[config.mk]
export PLATFORM = sky130hd
export DESIGN_NAME = rf_sp_fifo_ctrl_flat
export DESIGN_NICKNAME = d
export VERILOG_FILES = /design/src/rtl/rf_sp_fifo_ctrl_if.sv /design/src/rtl/rf_sp_fifo_ctrl.sv /design/src/flat_wrapper.sv
export SDC_FILE = /design/constraint.sdc
export NUM_CORES = 1
export LEC_CHECK = 0
export ABC_AREA = 1
export BUFFER_PORTS_ARGS = -buffer_cell sky130_fd_sc_hd__buf_2
export CAP_MARGIN = 20
export CELL_PAD_IN_SITES_DETAIL_PLACEMENT = 0
export CELL_PAD_IN_SITES_GLOBAL_PLACEMENT = 2
export CORE_MARGIN = 4
export CORE_UTILIZATION = 33
export DETAILED_ROUTE_END_ITERATION = 10
export PLACE_DENSITY_LB_ADDON = 0.25
export REMOVE_ABC_BUFFERS = 1
export SYNTH_ARGS = -nofsm -noshare
export SYNTH_HDL_FRONTEND = slang
export SYNTH_SLANG_ARGS = --single-unit
[constraint.sdc]
create_clock -name clk -period 5.8 [get_ports clk]
set_input_delay 1.16 -clock clk [delete_from_list [all_inputs] [get_ports clk]]
set_output_delay 1.16 -clock clk [all_outputs]
set_load 0.02 [all_outputs]
[src/rtl/rf_sp_fifo_ctrl_if.sv]
`timescale 1ns/1ps
`default_nettype none
// ============================================================================
// Module   : rf_sp_fifo_ctrl_if
// Brief    : Write-stream and read-stream handshake bundle for rf_sp_fifo_ctrl.
// Revision : 1.0
// ============================================================================
interface rf_sp_fifo_ctrl_if #(
  parameter int DATA_WIDTH = 8
) ();
  logic                  s_valid;
  logic                  s_ready;
  logic [DATA_WIDTH-1:0] s_data;
  logic                  m_valid;
  logic                  m_ready;
  logic [DATA_WIDTH-1:0] m_data;

  // slave = the FIFO controller, master = the producer/consumer side
  modport slave (
    input  s_valid, s_data, m_ready,
    output s_ready, m_valid, m_data
  );

  modport master (
    output s_valid, s_data, m_ready,
    input  s_ready, m_valid, m_data
  );
endinterface
`default_nettype wire

[src/rtl/rf_sp_fifo_ctrl.sv]
`timescale 1ns/1ps
`default_nettype none
// ============================================================================
// Module   : rf_sp_fifo_ctrl
// Brief    : Streaming FIFO built on a single-port register file with a
//            2-entry output buffer absorbing the 1-cycle read latency.
// Revision : 1.0
// ============================================================================
module rf_sp_fifo_ctrl #(
  parameter int DATA_WIDTH = 8,
  parameter int ADDR_WIDTH = 8
) (
  input  wire logic                  clk,
  input  wire logic                  reset_n,
  rf_sp_fifo_ctrl_if.slave           stream,
  output logic [ADDR_WIDTH:0]        count,
  output logic                       rf_enable,
  output logic                       rf_wr,
  output logic [ADDR_WIDTH-1:0]      rf_write_addr,
  output logic [DATA_WIDTH-1:0]      rf_write_data,
  output logic [ADDR_WIDTH-1:0]      rf_read_addr,
  input  wire logic [DATA_WIDTH-1:0] rf_read_data
);

  localparam logic [ADDR_WIDTH:0] c_DEPTH = {1'b1, {ADDR_WIDTH{1'b0}}};

  typedef enum logic {
    GRANT_READ  = 1'b0,
    GRANT_WRITE = 1'b1
  } grant_e;

  grant_e                r_last_grant;
  logic [ADDR_WIDTH-1:0] r_wr_ptr;
  logic [ADDR_WIDTH-1:0] r_rd_ptr;
  logic [ADDR_WIDTH:0]   r_count;
  logic                  r_inflight;

  logic [DATA_WIDTH-1:0] r_buf [2];
  logic                  r_buf_head;
  logic                  r_buf_tail;
  logic [1:0]            r_buf_occ;

  logic w_can_wr;
  logic w_can_rd;
  logic w_grant_wr;
  logic w_grant_rd;
  logic w_push;
  logic w_pop;

  // Credit uses occupancy before this cycle's pop, so the buffer can never overflow.
  assign w_can_wr = (r_count != c_DEPTH);
  assign w_can_rd = (r_count != '0) && (({1'b0, r_inflight} + r_buf_occ) < 2'd2);

  // Grants are masked during reset so the port is quiet the moment reset_n drops.
  assign w_grant_wr = reset_n && stream.s_valid && w_can_wr &&
                      (!w_can_rd || (r_last_grant == GRANT_READ));
  assign w_grant_rd = reset_n && !w_grant_wr && w_can_rd;

  assign stream.s_ready = reset_n && w_can_wr && !(w_can_rd && (r_last_grant == GRANT_WRITE));

  assign rf_enable     = w_grant_wr || w_grant_rd;
  assign rf_wr         = w_grant_wr;
  assign rf_write_addr = r_wr_ptr;
  assign rf_write_data = stream.s_data;
  assign rf_read_addr  = r_rd_ptr;
  assign count         = r_count;

  assign w_push = r_inflight;
  assign w_pop  = (r_buf_occ != 2'd0) && stream.m_ready;

  assign stream.m_valid = (r_buf_occ != 2'd0);
  assign stream.m_data  = r_buf[r_buf_head];

  always_ff @(posedge clk or negedge reset_n) begin
    if (!reset_n) begin
      r_wr_ptr     <= '0;
      r_rd_ptr     <= '0;
      r_count      <= '0;
      r_inflight   <= 1'b0;
      r_last_grant <= GRANT_READ;
    end else begin
      r_inflight <= w_grant_rd;
      if (w_grant_wr) begin
        r_wr_ptr     <= r_wr_ptr + ADDR_WIDTH'(1);
        r_count      <= r_count + (ADDR_WIDTH + 1)'(1);
        r_last_grant <= GRANT_WRITE;
      end else if (w_grant_rd) begin
        r_rd_ptr     <= r_rd_ptr + ADDR_WIDTH'(1);
        r_count      <= r_count - (ADDR_WIDTH + 1)'(1);
        r_last_grant <= GRANT_READ;
      end
    end
  end

  always_ff @(posedge clk or negedge reset_n) begin
    if (!reset_n) begin
      r_buf[0]   <= '0;
      r_buf[1]   <= '0;
      r_buf_head <= 1'b0;
      r_buf_tail <= 1'b0;
      r_buf_occ  <= 2'd0;
    end else begin
      if (w_push) begin
        r_buf[r_buf_tail] <= rf_read_data;
        r_buf_tail        <= ~r_buf_tail;
      end
      if (w_pop) begin
        r_buf_head <= ~r_buf_head;
      end
      case ({w_push, w_pop})
        2'b10:   r_buf_occ <= r_buf_occ + 2'd1;
        2'b01:   r_buf_occ <= r_buf_occ - 2'd1;
        default: r_buf_occ <= r_buf_occ;
      endcase
    end
  end

endmodule
`default_nettype wire

[src/flat_wrapper.sv]
// flat-port wrapper written by rule: the top's interface ports become plain ports
module rf_sp_fifo_ctrl_flat 
#(
  parameter int DATA_WIDTH = 8,
  parameter int ADDR_WIDTH = 8
)
  (clk, reset_n, count, rf_enable, rf_wr, rf_write_addr, rf_write_data, rf_read_addr, rf_read_data, stream_s_valid, stream_s_data, stream_m_ready, stream_s_ready, stream_m_valid, stream_m_data);
  rf_sp_fifo_ctrl_if #(.DATA_WIDTH(DATA_WIDTH)) stream_i ();
  input  wire logic clk;
  input  wire logic reset_n;
  output logic [ADDR_WIDTH:0] count;
  output logic rf_enable;
  output logic rf_wr;
  output logic [ADDR_WIDTH-1:0] rf_write_addr;
  output logic [DATA_WIDTH-1:0] rf_write_data;
  output logic [ADDR_WIDTH-1:0] rf_read_addr;
  input  wire logic [DATA_WIDTH-1:0] rf_read_data;
  input wire logic [$bits(stream_i.s_valid)-1:0] stream_s_valid;
  input wire logic [$bits(stream_i.s_data)-1:0] stream_s_data;
  input wire logic [$bits(stream_i.m_ready)-1:0] stream_m_ready;
  output wire logic [$bits(stream_i.s_ready)-1:0] stream_s_ready;
  output wire logic [$bits(stream_i.m_valid)-1:0] stream_m_valid;
  output wire logic [$bits(stream_i.m_data)-1:0] stream_m_data;
  assign stream_i.s_valid = stream_s_valid;
  assign stream_i.s_data = stream_s_data;
  assign stream_i.m_ready = stream_m_ready;
  assign stream_s_ready = stream_i.s_ready;
  assign stream_m_valid = stream_i.m_valid;
  assign stream_m_data = stream_i.m_data;
  rf_sp_fifo_ctrl #(.DATA_WIDTH(DATA_WIDTH), .ADDR_WIDTH(ADDR_WIDTH)) u_core (.clk(clk), .reset_n(reset_n), .stream(stream_i), .count(count), .rf_enable(rf_enable), .rf_wr(rf_wr), .rf_write_addr(rf_write_addr), .rf_write_data(rf_write_data), .rf_read_addr(rf_read_addr), .rf_read_data(rf_read_data));
endmodule
# [Word-level counts from Yosys, hierarchy flattened]
# Index checks and enable logic that the tools add are counted.
# Widths: inputs -> output; s select.
[classes] add_sub_neg=7 magnitude_cmp=4 n_eq_ne=3 n_mux=11 bitwise=6 reduce_logical=21
[op_table] cell="$mux 8" n=4
[op_table] cell="$mux 9" n=2
[op_table] cell="$add 8x1->8 const B" n=2
[op_table] cell="$bwmux 16" n=1
[op_table] cell="$logic_and 1x1->1" n=11
[op_table] cell="$add 9x1->9 const B" n=1
[op_table] cell="$ne 9x9->1 const B" n=1
[op_table] cell="$reduce_bool 9->1" n=1
[op_table] cell="$sub 9x1->9 const B" n=1
[op_table] cell="$demux 8 s1" n=1
[op_table] cell="$reduce_bool 2->1" n=3
[op_table] cell="$ge 2x2->1 const B" n=2
[op_table] cell="$not 1->1" n=4
[op_table] cell="$not 1->2" n=2
[op_table] cell="$pmux 2 s2" n=1
[op_table] cell="$logic_not 1->1" n=3
[op_table] cell="$add 1x2->2" n=1
[op_table] cell="$add 2x1->2 const B" n=1
[op_table] cell="$eq 2x1->1 const B" n=1
[op_table] cell="$eq 2x2->1 const B" n=1
[op_table] cell="$logic_or 1x1->1" n=2
[op_table] cell="$lt 2x1->1 const B" n=1
[op_table] cell="$lt 2x2->1 const B" n=1
[op_table] cell="$mux 1" n=2
[op_table] cell="2 further kinds" n=2
[totals] register_bits=47 inputBits=20 out_inout_bits=45

# [Logic depth before layout (Yosys ltp)]
# Gate-level depths: netlist of run 1.
[depth] depth_word=11 depth_mapped=16 ltp_nobuf=16

# [Worst setup path before layout of run 1]
# OpenSTA, ideal clock, no wires.
[synth_path] path_kind="input to output" from="input port reset_n" to="output port rf_enable" arrival_ps=1836 setup_slack_ps=2804 path_stages=6 path_buffers=1 cell_sequence="nand2_1 -> a21oi_4 -> nand2_4 -> nand2_4 -> nand2_2 -> buf_6"
[synth_between] elab_chain_len=7
[synth_rtl] item="start, declared" line="flat_wrapper.sv:10" text="input wire logic reset_n;"
[synth_rtl] item="$logic_and 1x1->1 (3 in series)" line="rf_sp_fifo_ctrl.sv:55" text="assign w_grant_wr = reset_n && stream.s_valid && w_can_wr &&"
[synth_rtl] item="$logic_not 1->1" line="rf_sp_fifo_ctrl.sv:57" text="assign w_grant_rd = reset_n && !w_grant_wr && w_can_rd;"
[synth_rtl] item="$logic_and 1x1->1 (2 in series)" line="rf_sp_fifo_ctrl.sv:57"
[synth_rtl] item="$logic_or 1x1->1 *" line="rf_sp_fifo_ctrl.sv:61" text="assign rf_enable = w_grant_wr || w_grant_rd;"
[synth_rtl] item="end, declared" line="flat_wrapper.sv:12" text="output logic rf_enable;"
# Every way passes the cells marked *; elsewhere a longest branch is shown, timed or not.

# [Worst setup path in the final report of run 1]
# Same ends and word-level chain as after synthesis.

==> results.tsv, run 1 <==
metric	value	unit
run_status	finished, final reports clean	
p_total	1840	uW
tritoncts	yes	
arrival	2.53	ns
min_period	3.69	ns
synth.largest_area_cell	dfrtp_1	
power.leakage	0.00165	uW
min_period_over_period	0.636	
path_clk_slew	0.09	ns
slew-limit-headroom	0.658	
syn-cell-area	2630	sq um
clockPowerShare	0.137	
synthTopCellsByCount	117 x nand2_1, 47 x dfrtp_1, 36 x inv_1	
die_x	97.3	um
r2r_end	u_core.count[6]$_DFFE_PN0P_	
p_int	969	uW
synth_edf_count	0	
drtIter0Drc	63	
grt_first_pass_wirelength	10.1	mm
grt_use_met2	0.201	
r2r_setup_slack	3.09	ns
finalNetCount	396	
cp_max_fo	17	
rows	32	
syn2layout_area_growth	14.9	%
die_area	9470	sq um
swShare	0.474	
die_h	97.3	um
postPlaceCellArea	2910	sq um
cts_setup_buffers	0	
crit_type	input pin to output port	
io_buffers	48	
fin_hold_ws	0.491	ns
worst_hold_path.endpoint	u_core.r_buf[7]$_DFFE_PN0P_	
required	4.64	ns
root_buffer	clkbuf_8	
rsz0062_at_grt	no	
synthesis.instances	322	
numCtsBuffers	5	
seq_power_share	0.333	
max_freq	271	MHz
grt_antenna_before_repair	0	
clkLatencyLatePin	0.30	ns
cts_resized	0	
avgSynthCellArea	8.18	sq um
grt_max_degree	36	
drt-total-wl	5.66	mm
htreeDepth	2	
drv_slew	0	
final_area	3020	sq um
grtUsageMet1	0.170	
setup-violations-final	0	
core	7730	sq um
finClkSkew	0.00638	ns
crit_start	reset_n	
powerDensity	609	nW/um^2
ir_worst_vdd	0.284	mV
remaining_drc_errors	0	
grtUsageTotal	0.128	
max_stage_delay	0.31	ns
cts_num_sinks	47	
slowest_stage	buf_2	
synth_seq_cells	47	
gr-total-overflow	0	
synth_async_sr_flop_share	1.00	
ant_nets	0	
yosysMostFrequentCell	nand2_1	
hp-start	u_core.r_buf[7]$_DFFE_PN0P_	
p_switching	873	uW
cap_violations	0	
setup_tns	0	ns
diodes	0	
yosysWarnings	0	
gp_congestion	0.748	
routed_via_density	4.45	
initial_core_util	0.341	
hold_depth	2	
synth_top_area_frac	0.447	
grt-busiest-layer	met2	
drive_above_1_share	0.216	
combinationalPowerShare	0.530	
cp_cell_sequence	buf_2 > nand2_1 > a21oi_4 > nand2_4 > nand2_4 > nand2_2 > buf_2	
finish.utilization	0.391	
dpl.hpwl	4.11	mm
clk_path_buf_depth	2	
cp-start-kind	input pin	
vias	2076	
netlist-cell-type-count	31	
reg2regPathDepth	13	
yosysSeqAreaShare	0.447	
worstMarginPinSlew	0.513	ns
synth.area.top_cells	dfrtp_1 45%, nand2_1 17%, ha_1 5.2%, inv_1 5.1%, o21ai_0 4.4%	
worstHoldPathType	flop to flop	
timing.rr.start	u_core.count[5]$_DFFE_PN0P_	
fillers	810	
synth_top_flop_cell	dfrtp_1	
hold_violations	0	
wl_per_cell	12.1	um
cts_hold_buf	0	
grtUsageMet3	0.0409	
worstSetupEndpointType	output port	
drt_pass1_iterations	4	
grt_pass1_vias	2103	
ios	65	
==> cell usage in the layout (no fill, tap or decap), types with 2 or more instances in the layout <==
cell type | Yosys | final
nand2_2 | 3 | 3
nor2_1 | 10 | 10
nand3_1 | 8 | 8
xor2_1 | 11 | 11
ha_1 | 11 | 11
nand4_1 | 2 | 2
a21oi_1 | 6 | 6
o21ai_0 | 23 | 23
or2_2 | 3 | 3
dfrtp_1 | 47 | 47
nor3_1 | 3 | 3
inv_1 | 36 | 36
clkbuf_8 | 0 | 6
xnor2_1 | 6 | 6
buf_2 | 0 | 48
nand2_4 | 2 | 2
nand3_2 | 5 | 5
nand2_1 | 117 | 117
o21ai_2 | 4 | 4
nor4_1 | 2 | 2
==> through the flow <==
step / worst slack [ns] / cells
after floorplan: 2.83 / 308
after global placement: 2.10 / 459
after detailed placement: 2.08 / 459
after CTS: 2.07 / 467
after global routing: 1.91 / 467
final: 2.11 / 467
==> routing by layer <==
| layer | up-vias | share of wire |
|---|---|---|
| met4 | 0 | 0.011 |
| li1 | 1083 | - |
| met5 | - | 0 |
| met1 | 937 | 0.48 |
| met3 | 6 | 0.055 |
| met2 | 50 | 0.45 |
==> sequential cells by signal, indices dropped and copies added, names as in the netlist <==
name                  count
u_core.r_buf_occ          2
u_core.r_inflight         1
u_core.r_last_grant       1
u_core.count              9
u_core.r_buf             16
u_core.rf_write_addr      8
u_core.r_buf_head         1
u_core.rf_read_addr       8
u_core.r_buf_tail         1
==> cells by family (layout without fill, tap and decap cells) <==
kind of cell,count (synthesis),count (layout),share of synthesized area
simple gates,159,159,0.267
buf+inv,53,96,0.0951
flops,47,47,0.447
compound gates,34,34,0.0746
xor+xnor,17,17,0.0566
fa+ha+maj,12,12,0.0599
==> worst max-delay path, delay by kind of cell <==
kind	cells	cell delay [ns]
buffers and inverters	2	0.54
AOI/OAI and AO/OA	1	0.15
and+or+nand+nor	4	0.67
==> worst max path at each step <==
stage / to / depth (start not counted)
global placement: rf_enable / 7
global route: rf_enable / 7
detailed placement: rf_enable / 7
CTS: rf_enable / 7
floorplan: rf_enable / 5
finish: rf_enable / 7
==> area by class of cell <==
class	count	area, sq um	area share
timing repair buffer	49	248	0.0819
clock inverter	2	35.0	0.0116
tap	102	128	0.0422
inverter	39	149	0.0492
sequential	47	1180	0.389
clock buffer	6	82.6	0.0273
multi-input combinational	222	1210	0.399
==> power by group through the flow <==
stage / logic, uW / registers, uW / clock network [uW]
floorplan: 646 / 679 / 0
global placement: 985 / 621 / 0
detailed placement: 992 / 621 / 0
CTS: 997 / 616 / 262
global route: 1120 / 641 / 275
finish: 977 / 614 / 252
No activity file was read; power rests on OpenSTA's default activity.
==> run 2, diff against run 1 <==
Settings changed: CORE_UTILIZATION 33 to 30.
Clock period 5.8 ns to 3.6 ns, I/O delays scaled along.
==> run 2 against run 1 <==
Net effect: cell area up 0.58%; critical path type unchanged; via count up 0.53%; combinational power up 61%; hold slack worse by 0.10 ns; largest power group unchanged; global-route usage down 0.75 points; setup slack worse by 1.3 ns.
==> results.tsv, run 2 (synthesized netlist as in run 1, its figures left out) <==
metric	value	unit	change
register_area	1180	sq um	unchanged
grt_antenna_before_repair	1		+1
min_period	2.83	ns	
finClkSkew	0.00816	ns	+0.00179 ns
clk_path_buf_depth	2		unchanged
path_clk_slew	0.09	ns	about the same
cap_violations	0		unchanged
worstSetupEndpointType	output port		
ant_nets	0		unchanged
r2r_end	u_core.count[6]$_DFFE_PN0P_		
worst_slack	0.772	ns	-1.34 ns
drv_slew	0		unchanged
fin_hold_ws	0.389	ns	-0.102 ns
layout_commonest_cell	nand2_1		
r2r_setup_slack	0.92	ns	-2.17 ns
regMostFlops	u_core.r_buf		
root_buffer	clkbuf_8		
clkLatencyLatePin	0.30	ns	about the same
drtIter0Drc	91		+44%
worstMarginPinSlew	0.526	ns	+0.0128 ns
setup-violations-final	0		unchanged
power.leakage	0.00166	uW	+0.33%
worstHoldPathType	input pin to async pin		
crit_start	reset_n		
combinationalPowerShare	0.529		about the same
vias	2087		+0.53%
timing.rr.start	u_core.count[3]$_DFFE_PN0P_		
numCtsBuffers	5		unchanged
p_int	1570	uW	+62%
cp-start-kind	input pin		
htreeDepth	2		unchanged
rows	33		+3.1%
io_buffers	48		unchanged
remaining_drc_errors	0		unchanged
ios	65		unchanged
initial_core_util	0.314		-0.0266
run_status	finished, final reports clean		
grt_first_pass_wirelength	9.87	mm	-1.8%
gp_congestion	0.746		-0.25%
cp_max_fo	33		+16
required	2.88	ns	-1.76 ns
ir_worst_vdd	0.383	mV	+35%
grt_max_degree	34		-5.6%
crit_type	input pin to output port		
powerDensity	978	nW/um^2	+61%
cts_hold_buf	0		unchanged
cts_resized	0		unchanged
slew-limit-headroom	0.650		-0.00852
finalNetCount	397		+0.25%
grtUsageTotal	0.120		-0.00752
final_cell_mix	117 x nand2_1, 48 x buf_2, 47 x dfrtp_1		
setup_tns	0	ns	unchanged
max_freq	354	MHz	
gr-total-overflow	0		unchanged
grt_pass1_vias	2025		-3.7%
hold_violations	0		unchanged
cts_setup_buffers	0		unchanged
drt-total-wl	5.78	mm	+2.1%
seq_power_share	0.332		about the same
fillers	925		+14%
min_period_over_period	0.786		
dpl.hpwl	4.30	mm	+4.7%
swShare	0.473		-0.000663
die_area	10300	sq um	+9.2%
drt_pass1_iterations	4		unchanged
die_h	102	um	+4.5%
clockPowerShare	0.139		+0.002
rsz0062_at_grt	no		
reg2regPathDepth	13		unchanged
tritoncts	yes		
cts_num_sinks	47		unchanged
routed_via_density	4.42		-0.54%
arrival	2.11	ns	-0.42 ns
syn2layout_area_growth	15.5	%	
wl_per_cell	12.2	um	+1.0%
die_x	102	um	+4.5%
core	8380	sq um	+8.5%
largest_reg_flops	16		unchanged
preCtsSetupSlack	0.713	ns	-1.36 ns
p_switching	1410	uW	+61%
multi_input_comb_area	1210	sq um	unchanged
drive_above_1_share	0.219		+0.00214
## run 2: area by class of cell
type / count / area share
multi-input cells: 222 / 0.397
flip-flops and latches: 47 / 0.387
repair buffers: 50 / 0.0839
inverters: 39 / 0.0490
well taps: 105 / 0.0432
clock buffers: 6 / 0.0271
clock inverters: 2 / 0.0128
diodes: 1 / 0.000823
## run 2: how the worst max path moves through the flow
stage / endpoint / cells past startpoint
final: rf_enable / 7
after global routing: u_core.count[6]$_DFFE_PN0P_ / 13
after CTS: rf_enable / 7
after detailed placement: rf_enable / 7
after global placement: rf_enable / 7
after floorplan: u_core.count[6]$_DFFE_PN0P_ / 13
## run 2: critical path, cell delays in order
cell	delay, ns
buf_2	0.10
buf_4	0.38
inv_1	0.11
nor2_1	0.20
nand2_4	0.11
nand2_2	0.25
buf_2	0.23
## run 2: per-layer routing
| metal | vias up | GRT usage | share of wire | routed length, um |
|---|---|---|---|---|
| met5 | - | 0 | 0 | 0 |
| met4 | 0 | 0.0409 | 0.015 | 86 |
| met3 | 6 | 0.0399 | 0.073 | 423 |
| met2 | 61 | 0.183 | 0.45 | 2570 |
| met1 | 939 | 0.162 | 0.47 | 2690 |
| li1 | 1081 | - | - | - |
## run 2: power groups by stage
stage | Sequential, uW | Clock (uW) | Combinational (uW)
after global placement | 1010 | 0 | 1590
after floorplan | 1090 | 0 | 1040
final | 989 | 414 | 1570
after global routing | 1030 | 459 | 1810
after detailed placement | 1010 | 0 | 1600
after CTS | 997 | 433 | 1610
## run 2: stage by stage
stage          power, uW  area (sq um)  std cells   util
2_1_floorplan       2140          2530        308      -
3_3_place_gp        2600          2920        463  0.348
3_5_place_dp        2610          2920        463  0.348
4_1_cts             3040          3040        471  0.363
5_1_grt             3300          3040        471  0.363
6_report            2980          3040        472  0.363
